===== src/rtl/lane_pkg.sv =====
// Shared types and constants for the 5x5 lane pipeline stages.
// Latency: n/a (declarations only).
// Backpressure: n/a.
package lane_pkg;

   // Lane width in bits and lanes per row/column.
   localparam int W = 64;
   localparam int N = 5;

   // Lane coordinate (x or y), wide enough for 0..N-1.
   typedef logic [2:0] idx_t;

   // Coordinate of the last lane in a row/column.
   localparam idx_t LAST_IDX = idx_t'(N - 1);

   // Theta stage sequencing: fill the lane memory, derive D, stream out.
   typedef enum logic [1:0] {
      T_LOAD  = 2'd0,
      T_CALC  = 2'd1,
      T_DRAIN = 2'd2
   } theta_state_t;

endpackage


===== src/rtl/theta_d_gen.sv =====
// Theta column-mix term D[x] = C[x-1] ^ rotl(C[x+1], 1), indices mod N.
// Latency: combinational.
// Backpressure: none; pure function of the column parities.
// Ports: c[0..N-1] column parities in, d[0..N-1] mix terms out.
module theta_d_gen #(
   parameter int W = lane_pkg::W,
   parameter int N = lane_pkg::N
) (
   input  logic [W-1:0] c [N],
   output logic [W-1:0] d [N]
);

   for (genvar x = 0; x < N; x++) begin : g_col
      // Neighbour columns resolved at elaboration; no runtime modulo.
      localparam int XM = (x + N - 1) % N;
      localparam int XP = (x + 1) % N;
      assign d[x] = c[XM] ^ {c[XP][W-2:0], c[XP][W-1]};
   end

endmodule


===== src/rtl/theta_stage.sv =====
// Theta stage: stores 25 lanes into m2 while folding column parities, then streams theta-mixed lanes.
// Latency: last lane accepted at cycle N -> first output at N+2, 25 outputs, back to LOAD at N+27.
// Backpressure: stopin high outside LOAD; stopout stalls the drain one cycle per high cycle.
// Ports: clk/rst (sync, active-low); pushin/firstin/din/stopin upstream; m2w*/m2r* lane memory;
//        pushout/firstout/dout/stopout downstream.
module theta_stage #(
   parameter int W = lane_pkg::W,
   parameter int N = lane_pkg::N
) (
   input  logic         clk,
   input  logic         rst,
   input  logic         pushin,
   input  logic         firstin,
   input  logic [W-1:0] din,
   output logic         stopin,
   output logic [2:0]   m2wx,
   output logic [2:0]   m2wy,
   output logic [W-1:0] m2wd,
   output logic         m2wr,
   output logic [2:0]   m2rx,
   output logic [2:0]   m2ry,
   input  logic [W-1:0] m2rd,
   output logic         pushout,
   output logic         firstout,
   output logic [W-1:0] dout,
   input  logic         stopout
);

   import lane_pkg::*;

   theta_state_t state_q, state_d;

   idx_t wx_q, wy_q;
   idx_t rx_q, ry_q;
   // Set by a firstin lane; non-first lanes outside a frame are dropped.
   logic in_frame_q;

   logic [W-1:0] c_q   [N];
   logic [W-1:0] d_q   [N];
   logic [W-1:0] d_nxt [N];

   logic accept;

   theta_d_gen #(.W(W), .N(N)) u_d_gen (
      .c (c_q),
      .d (d_nxt)
   );

   always_ff @(posedge clk) begin
      if (!rst) begin
         state_q <= T_LOAD;
      end else begin
         state_q <= state_d;
      end
   end

   always_comb begin
      state_d  = state_q;
      stopin   = 1'b1;
      accept   = 1'b0;
      m2rx     = '0;
      m2ry     = '0;
      pushout  = 1'b0;
      firstout = 1'b0;
      dout     = '0;
      case (state_q)
         T_LOAD: begin
            stopin = 1'b0;
            accept = pushin && (firstin || in_frame_q);
            // A firstin lane always lands at (0,0), so it can never close a frame.
            if (accept && !firstin && wx_q == LAST_IDX && wy_q == LAST_IDX) begin
               state_d = T_CALC;
            end
         end
         T_CALC: begin
            state_d = T_DRAIN;
         end
         T_DRAIN: begin
            m2rx     = rx_q;
            m2ry     = ry_q;
            dout     = m2rd ^ d_q[rx_q];
            pushout  = !stopout;
            firstout = !stopout && rx_q == '0 && ry_q == '0;
            if (!stopout && rx_q == LAST_IDX && ry_q == LAST_IDX) begin
               state_d = T_LOAD;
            end
         end
         default: begin
            state_d = T_LOAD;
         end
      endcase
   end

   always_ff @(posedge clk) begin
      if (!rst) begin
         wx_q       <= '0;
         wy_q       <= '0;
         rx_q       <= '0;
         ry_q       <= '0;
         in_frame_q <= 1'b0;
         m2wr       <= 1'b0;
         m2wx       <= '0;
         m2wy       <= '0;
         m2wd       <= '0;
         for (int i = 0; i < N; i++) begin
            c_q[i] <= '0;
            d_q[i] <= '0;
         end
      end else begin
         m2wr <= accept;
         if (accept) begin
            m2wd <= din;
            if (firstin) begin
               m2wx       <= '0;
               m2wy       <= '0;
               wx_q       <= idx_t'(1);
               wy_q       <= '0;
               in_frame_q <= 1'b1;
               c_q[0]     <= din;
               for (int i = 1; i < N; i++) begin
                  c_q[i] <= '0;
               end
            end else begin
               m2wx       <= wx_q;
               m2wy       <= wy_q;
               c_q[wx_q]  <= c_q[wx_q] ^ din;
               if (wx_q == LAST_IDX) begin
                  wx_q <= '0;
                  if (wy_q == LAST_IDX) begin
                     wy_q       <= '0;
                     in_frame_q <= 1'b0;
                  end else begin
                     wy_q <= wy_q + idx_t'(1);
                  end
               end else begin
                  wx_q <= wx_q + idx_t'(1);
               end
            end
         end

         if (state_q == T_CALC) begin
            for (int i = 0; i < N; i++) begin
               d_q[i] <= d_nxt[i];
            end
            rx_q <= '0;
            ry_q <= '0;
         end

         if (state_q == T_DRAIN && pushout) begin
            if (rx_q == LAST_IDX) begin
               rx_q <= '0;
               ry_q <= (ry_q == LAST_IDX) ? '0 : ry_q + idx_t'(1);
            end else begin
               rx_q <= rx_q + idx_t'(1);
            end
         end
      end
   end

endmodule


===== config.mk =====
export PLATFORM = sky130hd
export DESIGN_NAME = theta_stage
export DESIGN_NICKNAME = d
export VERILOG_FILES = /design/src/rtl/lane_pkg.sv /design/src/rtl/theta_d_gen.sv /design/src/rtl/theta_stage.sv
export SDC_FILE = /design/constraint.sdc
export NUM_CORES = 2
export LEC_CHECK = 0
export CAP_MARGIN = 15
export CORE_ASPECT_RATIO = 1.4
export CORE_MARGIN = 5
export CORE_UTILIZATION = 55
export CTS_CLUSTER_DIAMETER = 50
export DETAILED_ROUTE_END_ITERATION = 12
export PLACE_DENSITY = 0.72
export SLEW_MARGIN = 10
export SYNTH_ARGS = -nofsm -noshare
export SYNTH_HDL_FRONTEND = slang
export SYNTH_SLANG_ARGS = --single-unit

===== constraint.sdc =====
create_clock -name clk -period 10.9 [get_ports clk]
set_input_delay 1.635 -clock clk [delete_from_list [all_inputs] [get_ports clk]]
set_output_delay 1.635 -clock clk [all_outputs]
set_load 0.1 [all_outputs]

# [Word-level counts from Yosys, hierarchy flattened]
# Memories as Yosys holds them, arrays and structs flattened. A register that Yosys moved wholly into a read port is not among the register bits.
# Cells that the tools add are included.
[word_totals] input_bits=133 ramBits=320 wordCells=110 rom_bits=0 latch_bits=0 mem_count=1 regBits=406
[memory_table] name="d_q" words=5 width=64 read_ports=1 rd_clocked_by_memory_dff=1 wr=5 line_no="theta_stage.sv:39" source="logic [W-1:0] d_q [N];"
[classes] n_mux=45 eq_ne=8 div_mod_pow=0 magnitude_cmp=2 bitwise_logic=13 addsub=4 shift=0 n_mul=0 reduce_logical=22
[ops] cell="$mux 64" n=9
[ops] cell="$xor 64x64->64" n=7
[ops] cell="$bwmux 320" n=1
[ops] cell="$mux 320" n=1
[ops] cell="$bmux 64 s3" n=1
[ops] cell="$demux 64 s3" n=1
[ops] cell="$mux 3" n=18
[ops] cell="$add 3x1->3 const B" n=4
[ops] cell="$eq 3x3->1 const B" n=4
[ops] cell="$mux 1" n=11
[ops] cell="$logic_and 1x1->1" n=10
[ops] cell="$logic_not 3->1" n=2
[ops] cell="$pmux 2 s3" n=1
[ops] cell="$reduce_bool 2->1" n=3
[ops] cell="$or 1x1->1" n=5
[ops] cell="$ge 4x4->1 const B" n=1
[ops] cell="$lt 4x1->1 const B" n=1
[ops] cell="$mux 2" n=2
[ops] cell="$ne 2x2->1 const B" n=2
[ops] cell="$not 3->4" n=1
[ops] cell="$reduce_and 2->1" n=2
[ops] cell="$reduce_and 3->1" n=1
[ops] cell="$eq 2x1->1 const B" n=1
[ops] cell="$eq 2x2->1 const B" n=1
[ops] cell="3 further kinds" n=4

# [Depth between registers and ports, before layout]
[depth] depth_word=7 depth_mapped=10 mapped_depth_nobuf=6

# [Cells and area by module]
# Synthesis repeated with hierarchy kept, for this count alone.
[unflattened] hier_cells=3340 area_unflattened_um2=37691.1
[modules_own_cells] module="theta_stage" seq_area_each_um2=17797.1 area_each_um2=34888.5 cells_each=3020 instances=1
[modules_own_cells] module="theta_d_gen" seq_area_each_um2=0.0 area_each_um2=2802.7 cells_each=320 instances=1

# [Worst setup path before layout]
# Ideal clock, no wire load.
[synth_path] path_type="input to register" startpoint="in rst" endpoint="mem d_q[0][0] (enable)" arrival_ns=7.046 cell_stages=2 path_slack_ns=1.452 setup_ns=2.402 required_ns=8.498 path_cell_list="clkbuf_1 -> nand2_1"
[synth_rtl] item="start: declaration" line_no="theta_stage.sv:11" source="input logic rst,"
[synth_rtl] item="end: declaration" line_no="theta_stage.sv:39"

==> impl_metrics.prom <==
# TYPE chip_impl_metric gauge
chip_impl_metric{name="mappedNetlistArea",unit="µm²"} 36900
chip_impl_info{name="tritoncts",value="done"} 1
chip_impl_metric{name="syn-instance-count",unit=""} 3275
chip_impl_metric{name="post_synth_edffs",unit=""} 320
chip_impl_metric{name="first_pass_iteration_count_of_the_detailed_router",unit=""} 8
chip_impl_metric{name="fin_cells",unit=""} 4322
chip_impl_metric{name="count_of_fill_cells_added_during_filler_insertion",unit=""} 5227
chip_impl_info{name="clock_root_buffer",value="sky130_fd_sc_hd__clkbuf_16"} 1
chip_impl_metric{name="crit_path_max_fanout",unit=""} 44
chip_impl_metric{name="initial_core_util",unit="%"} 55.4
chip_impl_metric{name="crit_required",unit="ps"} 9270
chip_impl_metric{name="worst_clock_skew",unit="ps"} 17.0
chip_impl_metric{name="route.detailed.wl_per_inst",unit="µm"} 24.9
chip_impl_info{name="timing.setup.critical_path_class",value="flip-flop to output pin"} 1
chip_impl_info{name="failed_checks",value="slew limit"} 1
chip_impl_info{name="most_common_library_cell_in_the_layout_ignoring_fill_and_taps",value="sky130_fd_sc_hd__dfxtp_1"} 1
chip_impl_info{name="largest_delay_share_family_worst_path",value="buffers and inverters"} 1
chip_impl_metric{name="ys_warn_count",unit=""} 0
chip_impl_info{name="cell_with_the_largest_stage_delay_on_the_worst_path",value="sky130_fd_sc_hd__clkdlybuf4s50_1"} 1
chip_impl_metric{name="cts_hold_buffers",unit=""} 0
chip_impl_info{name="run_status",value="finished with violations"} 1
chip_impl_metric{name="clkLatencyLatePin",unit="ps"} 620
chip_impl_metric{name="holdWs",unit="ps"} 463
chip_impl_metric{name="detailroute.via_count",unit=""} 27300
chip_impl_metric{name="synth_seq_area_share",unit="%"} 48.2
chip_impl_metric{name="grt_start_max_net_pins",unit=""} 193
chip_impl_metric{name="ys_seq_elements",unit=""} 729
chip_impl_metric{name="vias_per_cell",unit=""} 6.33
chip_impl_info{name="critPathLaunchType",value="flip-flop"} 1
chip_impl_metric{name="timing.setup.tns",unit="ps"} 0
chip_impl_metric{name="irDropWorstVdd",unit="mV"} 0.113
chip_impl_metric{name="grt_pass1_vias",unit=""} 28500
chip_impl_info{name="yosysTopAreaCell",value="sky130_fd_sc_hd__edfxtp_1"} 1
chip_impl_metric{name="critical_path_arrival",unit="ps"} 4660
chip_impl_metric{name="wirelength",unit="µm"} 108000
chip_impl_metric{name="cts_setup_buffers",unit=""} 0
chip_impl_metric{name="die_area",unit="µm²"} 72500
chip_impl_metric{name="synthArstFlopShare",unit="%"} 0
chip_impl_metric{name="dieHeight",unit="µm"} 317
chip_impl_metric{name="flow.area_growth_from_synthesis",unit="%"} 14.9
chip_impl_metric{name="min_period_over_period",unit="%"} 57.7
chip_impl_metric{name="max_slew.worst_pin.slew",unit="ps"} 1570
chip_impl_metric{name="place_congestion",unit=""} 0.826
chip_impl_info{name="timing.hold.worst.class",value="flip-flop to flip-flop"} 1
chip_impl_metric{name="power",unit="mW"} 6.27
chip_impl_info{name="most-common-layout-cells",value="sky130_fd_sc_hd__dfxtp_1 (403), sky130_fd_sc_hd__nor2_1 (398), sky130_fd_sc_hd__xnor2_1 (352)"} 1
chip_impl_metric{name="timing.final.hold_violations",unit=""} 0
chip_impl_metric{name="power.leakage",unit="nW"} 13.5
chip_impl_metric{name="grt_antenna_before_repair",unit=""} 4
chip_impl_metric{name="coreArea",unit="µm²"} 66700
chip_impl_metric{name="fmax",unit="MHz"} 159
chip_impl_metric{name="drive_above_1_share",unit="%"} 12.4
chip_impl_metric{name="min_period",unit="ps"} 6290
chip_impl_metric{name="grt_overflow_total",unit=""} 0
chip_impl_metric{name="critical_path.max_stage_delay",unit="ps"} 1160
chip_impl_info{name="crit_chain",value="buf_4, mux4_2, mux2i_1, xor2_1, nor2_1, clkdlybuf4s50_1"} 1
chip_impl_metric{name="place_inst",unit=""} 4183
chip_impl_metric{name="drv_cap",unit=""} 0
chip_impl_metric{name="pre_cts_slack",unit="ps"} 5150
chip_impl_metric{name="clock_sink_count",unit=""} 729
chip_impl_info{name="grt_setup_unrepaired",value="false"} 1
chip_impl_metric{name="clkTransAtPathRegs",unit="ps"} 60
chip_impl_metric{name="drc_violation_count_after_routing",unit=""} 0
chip_impl_metric{name="floorplan.die.width",unit="µm"} 229
chip_impl_metric{name="io-pin-count",unit=""} 277
chip_impl_metric{name="powerDensity",unit="nW/µm²"} 148
chip_impl_metric{name="postSynthAreaPerCell",unit="µm²"} 11.3
chip_impl_metric{name="setup_viol",unit=""} 0
chip_impl_metric{name="final_nets",unit=""} 3544
chip_impl_metric{name="maxSlewHeadroom",unit="%"} -4.62
chip_impl_metric{name="place_hpwl",unit="µm"} 65200
chip_impl_metric{name="clock_path_buffers",unit=""} 3
chip_impl_info{name="critPathCaptureType",value="output pin"} 1
chip_impl_metric{name="cts_inserted_buffers",unit=""} 72
chip_impl_metric{name="row_count",unit=""} 112
chip_impl_metric{name="grt_first_pass_wirelength",unit="µm"} 165000
chip_impl_metric{name="detail_route.iter0.violations",unit=""} 2483
chip_impl_metric{name="path_buf_inv",unit=""} 2
chip_impl_metric{name="synth.net_count",unit=""} 3416
chip_impl_metric{name="ctsHtreeMaxLevel",unit=""} 3
chip_impl_metric{name="synth_top_area_share",unit="%"} 26.0
chip_impl_metric{name="final.setup.worst_slack",unit="ps"} 4610
chip_impl_metric{name="synth_cell_types",unit=""} 71
chip_impl_metric{name="resized_cells_post_cts",unit=""} 0
chip_impl_metric{name="port_buffers",unit=""} 276
chip_impl_metric{name="timing_max_transition_violations_final",unit=""} 82
chip_impl_info{name="synth.area.top_cells",value="sky130_fd_sc_hd__edfxtp_1 (26%), sky130_fd_sc_hd__dfxtp_1 (22%), sky130_fd_sc_hd__xnor2_1 (8.3%)"} 1
chip_impl_metric{name="groute.usage.overall",unit="%"} 28.9
chip_impl_metric{name="drtAntennaViolNets",unit=""} 0
chip_impl_info{name="dominantRegCellSynth",value="sky130_fd_sc_hd__dfxtp_1"} 1
## synthesized netlist by cell type, types with 49 or more instances
cell type and n:
sky130_fd_sc_hd__nor2_1 398, sky130_fd_sc_hd__dfxtp_1 409, sky130_fd_sc_hd__mux2i_1 128, sky130_fd_sc_hd__edfxtp_1 320, sky130_fd_sc_hd__mux4_2 64, sky130_fd_sc_hd__clkbuf_1 140
sky130_fd_sc_hd__xnor2_1 352, sky130_fd_sc_hd__nand2_1 205, sky130_fd_sc_hd__o21ai_0 49, sky130_fd_sc_hd__a21oi_1 59, sky130_fd_sc_hd__buf_2 76, sky130_fd_sc_hd__a21boi_0 81
sky130_fd_sc_hd__xor2_1 64, sky130_fd_sc_hd__a22o_1 241, sky130_fd_sc_hd__nand3_1 49
## registers in the layout (all words and copies together), names as in the netlist, named ones only
register / count
c_q: 320
d_q: 320
in_frame_q: 1
m2wd: 64
m2wr: 1
m2wx: 3
m2wy: 3
rx_q: 3
ry_q: 3
state_q: 2
wx_q: 3
wy_q: 3
## worst paths after layout
| check | slack (ps) | depth (start not counted) | endpoint | start |
|---|---|---|---|---|
| max | 4610 | 6 | dout[35] | flip-flop |
| min | 460 | 2 | m2wd[59] | m2wd[59] |
| max reg2reg | 6710 | 5 | c_q[129] | wx_q[2] |
| min reg2reg | 460 | 2 | m2wd[59] | m2wd[59] |
## kinds of logic after synthesis
kind of cell | synth area share [%]
buffers and inverters | 3.38
AND/OR/NAND/NOR | 12.1
multiplexers | 8.35
flip-flops | 48.2
XOR/XNOR | 11.3
AO/OA/AOI/OAI | 16.4
adder cells (fa/ha/maj) | 0.271
## through the flow
| stage | instance area (µm²) | utilization [%] |
|---|---|---|
| CTS | 42400 | 63.6 |
| global placement | 40000 | 59.9 |
| global route | 42500 | 63.6 |
| finish | 42500 | 63.6 |
| floorplan | 36900 | - |
| detailed placement | 40000 | 59.9 |
## worst min-delay path: cells and delay by family (launching register included)
family	cells	cell delay, ps
DFF	1	310
AOI/OAI and AO/OA	1	60
and+or+nand+nor	1	40
## where the power goes
part           total [mW]  switching [mW]  internal (mW)  leakage (nW)
Sequential           2.98          0.0632           2.92          6.62
Combinational       0.680           0.442          0.238          5.66
Clock                2.61            1.09           1.51          1.18
## layout make-up
class	instances	area (µm²)	share of cell area (%)
Timing Repair Buffer	312	3060	7.20
Inverter	18	67.6	0.159
Clock buffer	105	2100	4.95
Clock inverter	29	334	0.787
Multi-Input combinational cell	2270	18000	42.4
Sequential cell	729	17800	42.0
Antenna cell	4	10.0	0.0236
Tap cell	855	1070	2.52
## routing by layer
layer	wire, µm	part of all wire (%)	up-vias	GRT usage, %
met5	0	0	-	0
met4	4350	4.0	0	13.2
met2	53300	49	1323	49.6
met1	41100	38	13500	35.5
li1	-	-	12200	-
met3	8980	8.3	283	5.53
Note: power is estimated with default switching activity, not from simulation.
